<file path="src/rtl/array_stats_pkg.sv">
// Shared constants and types for the array statistics engine.
// Contents: array geometry (N, DATA_W), datapath widths (SUM_W, CNT_W),
// op encodings and the controller state enum.
package array_stats_pkg;

  localparam int unsigned N       = 15;
  localparam int unsigned DATA_W  = 8;
  localparam int unsigned SUM_W   = 12;
  localparam int unsigned CNT_W   = 4;
  localparam int unsigned MED_IDX = (N - 1) / 2;

  localparam logic [1:0] OP_AVG  = 2'd0;
  localparam logic [1:0] OP_MED  = 2'd1;
  localparam logic [1:0] OP_MODE = 2'd2;
  localparam logic [1:0] OP_RSVD = 2'd3;

  typedef enum logic [2:0] {
    ST_LOAD,
    ST_FULL,
    ST_ACC,
    ST_DIV,
    ST_SCAN,
    ST_DONE
  } state_e;

endpackage

</file>
<file path="src/rtl/array_stats_if.sv">
// Sample stream, command and result handshake bundle of array_stats_ctrl.
// master: the client (drives samples, commands, res_ready).
// slave : the engine (drives in_ready, busy and the result).
interface array_stats_if;
  import array_stats_pkg::*;

  logic              in_valid;
  logic [DATA_W-1:0] in_data;
  logic              in_ready;
  logic              clear;
  logic              start;
  logic [1:0]        op;
  logic              busy;
  logic              res_valid;
  logic [DATA_W-1:0] res_data;
  logic              res_err;
  logic              res_ready;

  modport master (
    output in_valid, in_data, clear, start, op, res_ready,
    input  in_ready, busy, res_valid, res_data, res_err
  );

  modport slave (
    input  in_valid, in_data, clear, start, op, res_ready,
    output in_ready, busy, res_valid, res_data, res_err
  );

endinterface

</file>
<file path="src/rtl/array_stats_div.sv">
// Restoring divider: SUM_W-bit dividend by the constant N, one quotient bit
// per cycle, MSB first; SUM_W cycles after i_start.
// Ports: clk, rst_n (sync, active-low), i_clear (abort), i_start (load
// i_dividend), o_done_c (high in the last iteration cycle), o_quot_c (the
// quotient as it will be after that cycle's edge, low DATA_W bits).
module array_stats_div
  import array_stats_pkg::*;
(
  input  logic              clk,
  input  logic              rst_n,
  input  logic              i_clear,
  input  logic              i_start,
  input  logic [SUM_W-1:0]  i_dividend,
  output logic              o_done_c,
  output logic [DATA_W-1:0] o_quot_c
);

  localparam int unsigned      TRIAL_W   = CNT_W + 1;
  localparam logic [CNT_W-1:0] LAST_STEP = CNT_W'(SUM_W - 1);

  logic               r_run;
  logic [CNT_W-1:0]   r_step;
  logic [CNT_W-1:0]   r_rem;
  logic [SUM_W-1:0]   r_quo;   // dividend bits shift out as quotient bits shift in
  logic [TRIAL_W-1:0] w_trial;
  logic               w_ge;
  logic [CNT_W-1:0]   w_rem_nx;
  logic [SUM_W-1:0]   w_quo_nx;

  // Remainder stays below N, so the trial value fits in CNT_W+1 bits.
  assign w_trial  = {r_rem, r_quo[SUM_W-1]};
  assign w_ge     = (w_trial >= TRIAL_W'(N));
  assign w_rem_nx = w_ge ? CNT_W'(w_trial - TRIAL_W'(N)) : CNT_W'(w_trial);
  assign w_quo_nx = {r_quo[SUM_W-2:0], w_ge};
  assign o_done_c = r_run && (r_step == LAST_STEP);
  assign o_quot_c = w_quo_nx[DATA_W-1:0];

  always_ff @(posedge clk) begin
    if (!rst_n || i_clear) begin
      r_run  <= 1'b0;
      r_step <= '0;
      r_rem  <= '0;
      r_quo  <= '0;
    end else if (i_start) begin
      r_run  <= 1'b1;
      r_step <= '0;
      r_rem  <= '0;
      r_quo  <= i_dividend;
    end else if (r_run) begin
      r_rem  <= w_rem_nx;
      r_quo  <= w_quo_nx;
      r_step <= r_step + CNT_W'(1);
      if (o_done_c) r_run <= 1'b0;
    end
  end

endmodule

</file>
<file path="src/rtl/array_stats_ctrl.sv">
// Sequenced statistics engine over a 15-entry, 8-bit sample buffer:
// average (accumulate + divide), median and mode (N*N compare scan).
// Ports: clk, rst_n (sync, active-low), bus (array_stats_if.slave: sample
// stream in, clear/start/op command, busy, result valid/ready handshake).
// Build option: ARRAY_STATS_MODE_EN enables op 2 (mode); without it op 2
// returns an error result like op 3.
module array_stats_ctrl
  import array_stats_pkg::*;
(
  input  logic         clk,
  input  logic         rst_n,
  array_stats_if.slave bus
);

  localparam int unsigned      TOT_W = CNT_W + 1;
  localparam logic [CNT_W-1:0] LAST  = CNT_W'(N - 1);

  state_e r_state, w_state_nx;

  logic              r_in_ready, r_busy, r_res_valid, r_res_err;
  logic [DATA_W-1:0] r_res_data;
  logic              w_in_ready_nx, w_busy_nx, w_res_valid_nx;

  logic [DATA_W-1:0] r_buf [N];
  logic [CNT_W-1:0]  r_count, r_idx, r_i, r_j, r_lt, r_eq;
  logic [SUM_W-1:0]  r_sum;
  logic              r_med_found;
  logic [DATA_W-1:0] r_med_val;

  logic              w_wr, w_op_ok, w_start_ok, w_start_err;
  logic              w_div_start, w_div_done, w_med_hit;
  logic [SUM_W-1:0]  w_acc_sum;
  logic [DATA_W-1:0] w_div_quot, w_a_i, w_a_j, w_med_res, w_scan_res;
  logic [CNT_W-1:0]  w_lt_tot, w_eq_tot;

  assign bus.in_ready  = r_in_ready;
  assign bus.busy      = r_busy;
  assign bus.res_valid = r_res_valid;
  assign bus.res_data  = r_res_data;
  assign bus.res_err   = r_res_err;

`ifdef ARRAY_STATS_MODE_EN
  assign w_op_ok = (bus.op != OP_RSVD);
`else
  assign w_op_ok = (bus.op != OP_RSVD) && (bus.op != OP_MODE);
`endif

  assign w_wr        = bus.in_valid && r_in_ready;
  assign w_start_ok  = bus.start && (r_state == ST_FULL) && w_op_ok;
  assign w_start_err = bus.start && ((r_state == ST_LOAD) ||
                                     ((r_state == ST_FULL) && !w_op_ok));
  assign w_acc_sum   = r_sum + SUM_W'(r_buf[r_idx]);
  assign w_div_start = (r_state == ST_ACC) && (r_idx == LAST) && !bus.clear;

  // Scan compare: totals include the current j, so they are final when j = LAST.
  assign w_a_i     = r_buf[r_i];
  assign w_a_j     = r_buf[r_j];
  assign w_lt_tot  = r_lt + CNT_W'(w_a_j < w_a_i);
  assign w_eq_tot  = r_eq + CNT_W'(w_a_j == w_a_i);
  assign w_med_hit = (w_lt_tot <= CNT_W'(MED_IDX)) &&
                     ((TOT_W'(w_lt_tot) + TOT_W'(w_eq_tot)) > TOT_W'(MED_IDX));
  assign w_med_res = r_med_found ? r_med_val : w_a_i;

`ifdef ARRAY_STATS_MODE_EN
  logic [1:0]        r_op;
  logic [CNT_W-1:0]  r_best_cnt;
  logic [DATA_W-1:0] r_best_val;
  logic              w_mode_better;

  // Strictly higher count wins; equal count goes to the smaller value.
  assign w_mode_better = (w_eq_tot > r_best_cnt) ||
                         ((w_eq_tot == r_best_cnt) && (w_a_i < r_best_val));
  assign w_scan_res    = (r_op == OP_MODE) ? (w_mode_better ? w_a_i : r_best_val)
                                           : w_med_res;

  // Mode tracking; best count starts at 0 so the first entry always wins.
  always_ff @(posedge clk) begin
    if (w_start_ok) begin
      r_op       <= bus.op;
      r_best_cnt <= '0;
      r_best_val <= '0;
    end else if ((r_state == ST_SCAN) && (r_j == LAST) && w_mode_better) begin
      r_best_cnt <= w_eq_tot;
      r_best_val <= w_a_i;
    end
  end
`else
  assign w_scan_res = w_med_res;
`endif

  array_stats_div u_div (
    .clk        (clk),
    .rst_n      (rst_n),
    .i_clear    (bus.clear),
    .i_start    (w_div_start),
    .i_dividend (w_acc_sum),
    .o_done_c   (w_div_done),
    .o_quot_c   (w_div_quot)
  );

  // State register.
  always_ff @(posedge clk) begin
    if (!rst_n) r_state <= ST_LOAD;
    else        r_state <= w_state_nx;
  end

  // Next-state logic; clear overrides every transition.
  always_comb begin
    w_state_nx = r_state;
    case (r_state)
      ST_LOAD: begin
        if (bus.start)                      w_state_nx = ST_DONE;
        else if (w_wr && (r_count == LAST)) w_state_nx = ST_FULL;
      end
      ST_FULL: begin
        if (w_start_err)                    w_state_nx = ST_DONE;
        else if (w_start_ok)                w_state_nx = (bus.op == OP_AVG) ? ST_ACC : ST_SCAN;
      end
      ST_ACC:  if (r_idx == LAST)           w_state_nx = ST_DIV;
      ST_DIV:  if (w_div_done)              w_state_nx = ST_DONE;
      ST_SCAN: if ((r_i == LAST) && (r_j == LAST)) w_state_nx = ST_DONE;
      ST_DONE: if (bus.res_ready)           w_state_nx = (r_count == CNT_W'(N)) ? ST_FULL : ST_LOAD;
      default:                              w_state_nx = ST_LOAD;
    endcase
    if (bus.clear) w_state_nx = ST_LOAD;
  end

  // Output decode from the next state, registered below.
  always_comb begin
    w_in_ready_nx  = 1'b0;
    w_busy_nx      = 1'b0;
    w_res_valid_nx = 1'b0;
    case (w_state_nx)
      ST_LOAD:                  w_in_ready_nx  = 1'b1;
      ST_ACC, ST_DIV, ST_SCAN:  w_busy_nx      = 1'b1;
      ST_DONE:                  w_res_valid_nx = 1'b1;
      default: ;
    endcase
  end

  always_ff @(posedge clk) begin
    if (!rst_n) begin
      r_in_ready  <= 1'b1;
      r_busy      <= 1'b0;
      r_res_valid <= 1'b0;
    end else begin
      r_in_ready  <= w_in_ready_nx;
      r_busy      <= w_busy_nx;
      r_res_valid <= w_res_valid_nx;
    end
  end

  // Sample buffer; contents are don't-care after clear.
  always_ff @(posedge clk) begin
    if (w_wr) r_buf[r_count] <= bus.in_data;
  end

  // Counters, accumulator, scan state and result.
  always_ff @(posedge clk) begin
    if (!rst_n || bus.clear) begin
      r_count     <= '0;
      r_idx       <= '0;
      r_sum       <= '0;
      r_i         <= '0;
      r_j         <= '0;
      r_lt        <= '0;
      r_eq        <= '0;
      r_med_found <= 1'b0;
      r_med_val   <= '0;
      r_res_data  <= '0;
      r_res_err   <= 1'b0;
    end else begin
      if (w_wr) r_count <= r_count + CNT_W'(1);
      if (w_start_ok) begin
        r_idx       <= '0;
        r_sum       <= '0;
        r_i         <= '0;
        r_j         <= '0;
        r_lt        <= '0;
        r_eq        <= '0;
        r_med_found <= 1'b0;
      end
      if (w_start_err) begin
        r_res_data <= '0;
        r_res_err  <= 1'b1;
      end
      case (r_state)
        ST_ACC: begin
          r_sum <= w_acc_sum;
          r_idx <= r_idx + CNT_W'(1);
        end
        ST_DIV: begin
          if (w_div_done) begin
            r_res_data <= w_div_quot;
            r_res_err  <= 1'b0;
          end
        end
        ST_SCAN: begin
          if (r_j == LAST) begin
            r_j  <= '0;
            r_i  <= r_i + CNT_W'(1);
            r_lt <= '0;
            r_eq <= '0;
            if (w_med_hit && !r_med_found) begin
              r_med_found <= 1'b1;
              r_med_val   <= w_a_i;
            end
            if (r_i == LAST) begin
              r_res_data <= w_scan_res;
              r_res_err  <= 1'b0;
            end
          end else begin
            r_j  <= r_j + CNT_W'(1);
            r_lt <= w_lt_tot;
            r_eq <= w_eq_tot;
          end
        end
        default: ;
      endcase
    end
  end

endmodule

</file>
<file path="src/flat_wrapper.sv">
// flat-port wrapper written by rule: the top's interface ports become plain ports
module array_stats_ctrl_flat import array_stats_pkg::*;
  (clk, rst_n, bus_in_valid, bus_in_data, bus_clear, bus_start, bus_op, bus_res_ready, bus_in_ready, bus_busy, bus_res_valid, bus_res_data, bus_res_err);
  array_stats_if bus_i ();
  input  logic clk;
  input  logic rst_n;
  input wire logic [$bits(bus_i.in_valid)-1:0] bus_in_valid;
  input wire logic [$bits(bus_i.in_data)-1:0] bus_in_data;
  input wire logic [$bits(bus_i.clear)-1:0] bus_clear;
  input wire logic [$bits(bus_i.start)-1:0] bus_start;
  input wire logic [$bits(bus_i.op)-1:0] bus_op;
  input wire logic [$bits(bus_i.res_ready)-1:0] bus_res_ready;
  output wire logic [$bits(bus_i.in_ready)-1:0] bus_in_ready;
  output wire logic [$bits(bus_i.busy)-1:0] bus_busy;
  output wire logic [$bits(bus_i.res_valid)-1:0] bus_res_valid;
  output wire logic [$bits(bus_i.res_data)-1:0] bus_res_data;
  output wire logic [$bits(bus_i.res_err)-1:0] bus_res_err;
  assign bus_i.in_valid = bus_in_valid;
  assign bus_i.in_data = bus_in_data;
  assign bus_i.clear = bus_clear;
  assign bus_i.start = bus_start;
  assign bus_i.op = bus_op;
  assign bus_i.res_ready = bus_res_ready;
  assign bus_in_ready = bus_i.in_ready;
  assign bus_busy = bus_i.busy;
  assign bus_res_valid = bus_i.res_valid;
  assign bus_res_data = bus_i.res_data;
  assign bus_res_err = bus_i.res_err;
  array_stats_ctrl u_core (.clk(clk), .rst_n(rst_n), .bus(bus_i));
endmodule
</file>
<file path="config.mk">
export PLATFORM = sky130hd
export DESIGN_NAME = array_stats_ctrl_flat
export DESIGN_NICKNAME = d
export VERILOG_FILES = /design/src/rtl/array_stats_pkg.sv /design/src/rtl/array_stats_if.sv /design/src/rtl/array_stats_div.sv /design/src/rtl/array_stats_ctrl.sv /design/src/flat_wrapper.sv
export SDC_FILE = /design/constraint.sdc
export NUM_CORES = 1
export LEC_CHECK = 0
export CAP_MARGIN = 15
export CORE_ASPECT_RATIO = 0.75
export CORE_UTILIZATION = 25
export DETAILED_ROUTE_END_ITERATION = 8
export PLACE_DENSITY = 0.39
export SLEW_MARGIN = 30
export SYNTH_ARGS = -nofsm -noshare
export SYNTH_HDL_FRONTEND = slang
export SYNTH_SLANG_ARGS = --single-unit
</file>
<file path="constraint.sdc">
create_clock -name clk -period 4.2 [get_ports clk]
set_input_delay 0.63 -clock clk [delete_from_list [all_inputs] [get_ports clk]]
set_output_delay 0.63 -clock clk [all_outputs]
set_load 0.05 [all_outputs]
</file>
# Yosys cells after proc, flatten, opt, wreduce, memory -nomap -nowiden
# Memory sizes are Yosys's and may differ from the RTL's. A register that Yosys moved wholly into a read port is not among the register bits.
# Index checks and enable logic that the tools add are counted.
dict set report word_totals {
  register_bits 81
  latchBits 0
  ram_bits 120
  rom_bits 0
  inputBits 16
  out_inout_bits 12
  wordCells 136
  mem_count 1
}
dict set report classes {
  n_addsub 10
  multipliers 0
  n_div 0
  n_lt_le_gt_ge 4
  eq_ne 18
  shift 0
  n_mux 56
  n_bitwise 0
  n_reduce_logical 28
}
# name words word_bits read_ports rd_clocked_by_memory_dff write_ports line_no
set memory_table {}
lappend memory_table {u_core.r_buf 15 8 3 3 1 array_stats_ctrl.sv:24} ;# logic [DATA_W-1:0] r_buf [N];
# operator count
set op_table {}
lappend op_table {{$mux W4} 17}
lappend op_table {{$mux W12} 4}
lappend op_table {{$mux W8} 5}
lappend op_table {{$mux W3} 10}
lappend op_table {{$eq A4 B4 Y1 const B} 6}
lappend op_table {{$add A4 B1 Y4 const B} 5}
lappend op_table {{$pmux W3 S6} 1}
lappend op_table {{$mux W1} 17}
lappend op_table {{$pmux W8 S2} 1}
lappend op_table {{$logic_and A1 B1 Y1} 13}
lappend op_table {{$add A12 B8 Y12} 1}
lappend op_table {{$eq A3 B2 Y1 const B} 4}
lappend op_table {{$eq A3 B3 Y1 const B} 4}
lappend op_table {{$add A4 B1 Y4} 2}
lappend op_table {{$eq A8 B8 Y1} 1}
lappend op_table {{$lt A8 B8 Y1} 1}
lappend op_table {{$logic_not A3 Y1} 2}
lappend op_table {{$reduce_bool A2 Y1} 3}
lappend op_table {{$add A4 B4 Y5} 1}
lappend op_table {{$ge A5 B4 Y1 const B} 1}
lappend op_table {{$gt A5 B3 Y1 const B} 1}
lappend op_table {{$le A4 B3 Y1 const B} 1}
lappend op_table {{$logic_not A1 Y1} 4}
lappend op_table {{$ne A2 B2 Y1 const B} 2}
lappend op_table {{other kinds (8)} 9}

# Logic depth before layout (Yosys ltp)
dict set report logic_depth {
  ltp_word 12
  ltp_mapped 22
  depth_no_buf 18
}

# Hierarchy
# A second synthesis with hierarchy kept.
dict set report unflattened {
  cells_unflattened 910
  hier_area_um2 11497.3
}
# module n_inst cells_each area_per_inst_um2 seq_area_each_um2
set modules_own_cells {}
lappend modules_own_cells {array_stats_ctrl 1 795 10361.2 4964.8}
lappend modules_own_cells {array_stats_div 1 115 1136.1 420.4}

# Worst setup path after synthesis
# Ideal clock, no wire load.
dict set report synth_path {
  kind {reg2reg}
  start {register with a tool-made name}
  end {register u_core.r_med_val[0]}
  setup_time_ns 0.128
  arrival_time_ns 4.452
  required_ns 4.072
  path_slack_ns -0.380
  stages_incl_launch_ff 20
  path_buffers 3
  period_less_slack_ns 4.580
  path_cell_list {dfxtp_1 -> clkbuf_1 -> buf_2 -> mux4_2 -> mux4_2 -> ha_1 -> nor2b_1 -> o21a_1 -> o21ai_0 -> a21oi_1 -> a31oi_1 -> ha_1 -> ha_1 -> ha_1 -> a31o_2 -> a2111oi_0 -> or4_1 -> buf_6 -> mux2i_1 -> nor2_1}
}
# item line_no
set synth_rtl {}
lappend synth_rtl {{end signal: assignment} array_stats_ctrl.sv:206} ;# r_med_val <= w_a_i;
lappend synth_rtl {{end: declaration} array_stats_ctrl.sv:28} ;# logic [DATA_W-1:0] r_med_val;

==> metrics.md <==
| Metric | Value |
|---|---|
| Cell variety after synth | `72` |
| EDFF count, synth | `120` |
| Detailed-route DRC error count | `6` |
| Req. time, crit path | `4590 ps` |
| Inserted Diodes | `0` |
| CTS root buf | `clkbuf_16` |
| Design area | `14,100 sq um` |
| DR iter-0 viols | `786` |
| Max Fanout on Critical Path | `7` |
| Ys Warns | `0` |
| Tmin final | `4400 ps` |
| RSZ-0062 raised after global routing | `yes` |
| Vias | `8,170` |
| Final Max Slew Viols | `0` |
| Synth top cells by count | `edfxtp_1, dfxtp_1, mux4_2` |
| Sequential element share of the synthesized area | `0.477` |
| Core box area | `44,600 sq um` |
| WL per Instance | `22.1 um` |
| Drt via density | `5.05` |
| Max VDD drop | `255 uV` |
| Crit-path slowest cell | `mux4_2` |
| GRT Total Usage | `0.158` |
| CP delay by family, top | `multiplexers` |
| Share of cells above drive strength 1 | `0.300` |
| Sink Count | `209` |
| Post-DP HPWL | `25,300 um` |
| CTS Hold Bufs | `0` |
| P per Cell Area | `320 nW/um^2` |
| CTS tree | `yes` |
| Routability Congestion | `0.799` |
| Async set-reset flop share out of synthesis | `0` |
| First-pass GRT wire length | `53,400 um` |
| Die Height | `186 um` |
| #FFs+latches synth | `209` |
| Setup ws final | `-196 ps` |
| H-Tree Depth | `1` |
| Syn Area/Cell | `12.4 sq um` |
| Syn_nets | `964` |
| Crit path kind | `flop to flop` |
| Fin Clk Skew | `21.1 ps` |
| Gate Count Post-Synth | `912` |
| Max_slew headroom | `0.314` |
| Starting Density | `0.253` |
| Violated checks | `design-rule violations, negative setup slack` |
| Ports | `28` |
| CTS buffer count | `24` |
| Largest net degree at the start of global routing | `53` |
| Worst Setup End Kind | `flop` |
| Grt total ovfl | `0` |
| # setup viols final | `9` |
| Worst Tran Pin Value | `1030 ps` |
| Die area | `46,000 sq um` |
| Tcrit/Tclk final | `1.05` |
| Final Routed Wirelength | `35,700 um` |
| First-pass DRT Iterations | `7` |
| DP Area | `13,100 sq um` |
| Row count | `67` |
| Syn-to-layout area delta | `25.0%` |
| Max-Cap Viols | `0` |
| PortBufs | `27` |
| F_max | `227 MHz` |
| Startpoint Class | `flop` |
| Worst-path clk slew | `60 ps` |
| Worst path bufs/invs | `4` |
| Dominant cell by count in the synthesized netlist | `edfxtp_1` |
| # nets final | `1,067` |
| Worst-path cell chain | `buf_12 -> buf_16 -> buf_6 -> mux4_2 -> mux4_2 -> ha_4 -> o21ai_2 -> a21oi_2 -> a31oi_2 -> ha_2 -> ha_4 -> xor2_1 -> ha_1 -> a2111oi_4 -> or4_4 -> buf_6 -> mux2i_1 -> nor2_1` |
| Max Root-Sink Buffers | `3` |
| Hold Slack | `460 ps` |
| Most used DFF post-synth | `edfxtp_1` |
| Initial antenna violation count | `0` |
| Synth area leader | `edfxtp_1` |
| Slowest cell delay on critical path | `540 ps` |
| Vias in the first global route | `8,012` |
| Synth top area cells | `edfxtp_1, mux4_2, dfxtp_1` |
| Clk_lat worst skew | `550 ps` |
| DRT antenna net count | `0` |
| Post-Syn Area | `11,300 sq um` |
| Final hold vios | `0` |
| Leakage power | `4.62 nW` |
| Die Wd | `247 um` |
| Status | `finished with violations` |
| Worst Path Arrival | `4790 ps` |
| Synth top area share | `0.319` |
| Worst Hold Class | `flop to flop` |
-- area by class of cell --
type / count / area, sq um
Timing Repair Buffer: 141 / 1310
Fill cell: 4484 / 30500
Sequential cell: 209 / 5400
Clock buffer: 29 / 619
Inverter: 17 / 63.8
Multi-Input combinational cell: 622 / 5850
Clock inverter: 14 / 128
Tap cell: 586 / 733
-- stage by stage --
step	TNS [ps]	worst slack, ps	cells	total power, mW	util
CTS	-2090	-270	1617	4.58	0.312
detailed placement	-2840	-345	1568	2.49	0.293
floorplan	-303	-46.7	912	2.37	-
global route	-2930	-361	1618	4.68	0.316
global placement	-2540	-308	1568	2.50	0.293
finish	-1550	-196	1618	4.52	0.316
-- tightest hold or removal path, stage by stage, from the launching register on --
cell and delay, ps:
dfxtp_1 330, nand2_1 50, nand3_1 50
-- report_power, final --
part	switching (mW)	total [mW]	internal, mW
Clock	0.876	2.05	1.17
Sequential	0.0132	2.19	2.18
Combinational	0.156	0.281	0.125
Total	1.04	4.52	3.47
-- state kept, by name, indices dropped and copies added (netlist names), 8 cells and up, named ones only --
signal,cells
u_core.bus.res_data,8
u_core.r_buf,120
u_core.r_med_val,8
u_core.r_sum,12
u_core.u_div.r_quo,12
-- metal layers --
| metal | track usage | wire length, um |
|---|---|---|
| met1 | 0.241 | 18300 |
| met2 | 0.235 | 15400 |
| met3 | 0.0231 | 1500 |
| met4 | 0.0290 | 544 |
| met5 | 0 | 0 |
-- cell usage in the layout, fill, tap and decap left out, types with 9 or more instances in the layout --
master / Yosys / layout
o22ai_1: 10 / 9
inv_1: 15 / 14
a22oi_1: 10 / 10
mux4_2: 88 / 88
clkinv_1: 1 / 9
o21ai_0: 41 / 39
xor2_1: 10 / 9
mux2i_1: 33 / 32
a211oi_1: 14 / 14
nor2_1: 76 / 72
nand3_1: 28 / 26
buf_12: 0 / 11
mux2_2: 17 / 17
dfxtp_1: 89 / 84
nand4_1: 12 / 12
clkbuf_16: 0 / 24
o211ai_1: 13 / 13
a21oi_1: 38 / 35
clkdlybuf4s50_1: 0 / 27
buf_4: 2 / 96
ha_4: 0 / 9
edfxtp_1: 120 / 120
nand2_1: 55 / 55
ha_1: 35 / 23
a31oi_1: 11 / 9
nand2b_1: 18 / 17
-- kinds of logic (layout without fill, tap and decap cells) --
logic type | Yosys count | count (layout) | share of synthesized area
AOI/OAI and AO/OA | 178 | 178 | 0.103
muxes | 140 | 140 | 0.224
and+or+nand+nor | 251 | 251 | 0.112
adders and majority gates | 36 | 36 | 0.0406
xor gates and xnor gates | 17 | 17 | 0.0132
DFF | 209 | 209 | 0.477
buffers and inverters | 81 | 201 | 0.0301
-- worst paths after layout --
check	cells past startpoint	endpoint	from	slack (ps)
min reg2reg	2	u_core.bus.res_data[3]	u_core.bus.res_data[3]	460
max	18	u_core.r_med_val[3]	flop	-200
min	2	u_core.bus.res_data[3]	u_core.bus.res_data[3]	460
max reg2reg	18	u_core.r_med_val[3]	flop	-200
-- repair_timing --
| action | CTS | global route |
|---|---|---|
| setup endpoints to repair | 9 | 9 |
| setup buffers | 4 | 1 |
| cloned | 2 | 0 |
| gates resized for setup | 12 | 26 |
| pin swaps | 7 | 12 |
Power figures use the tool's default switching activity.
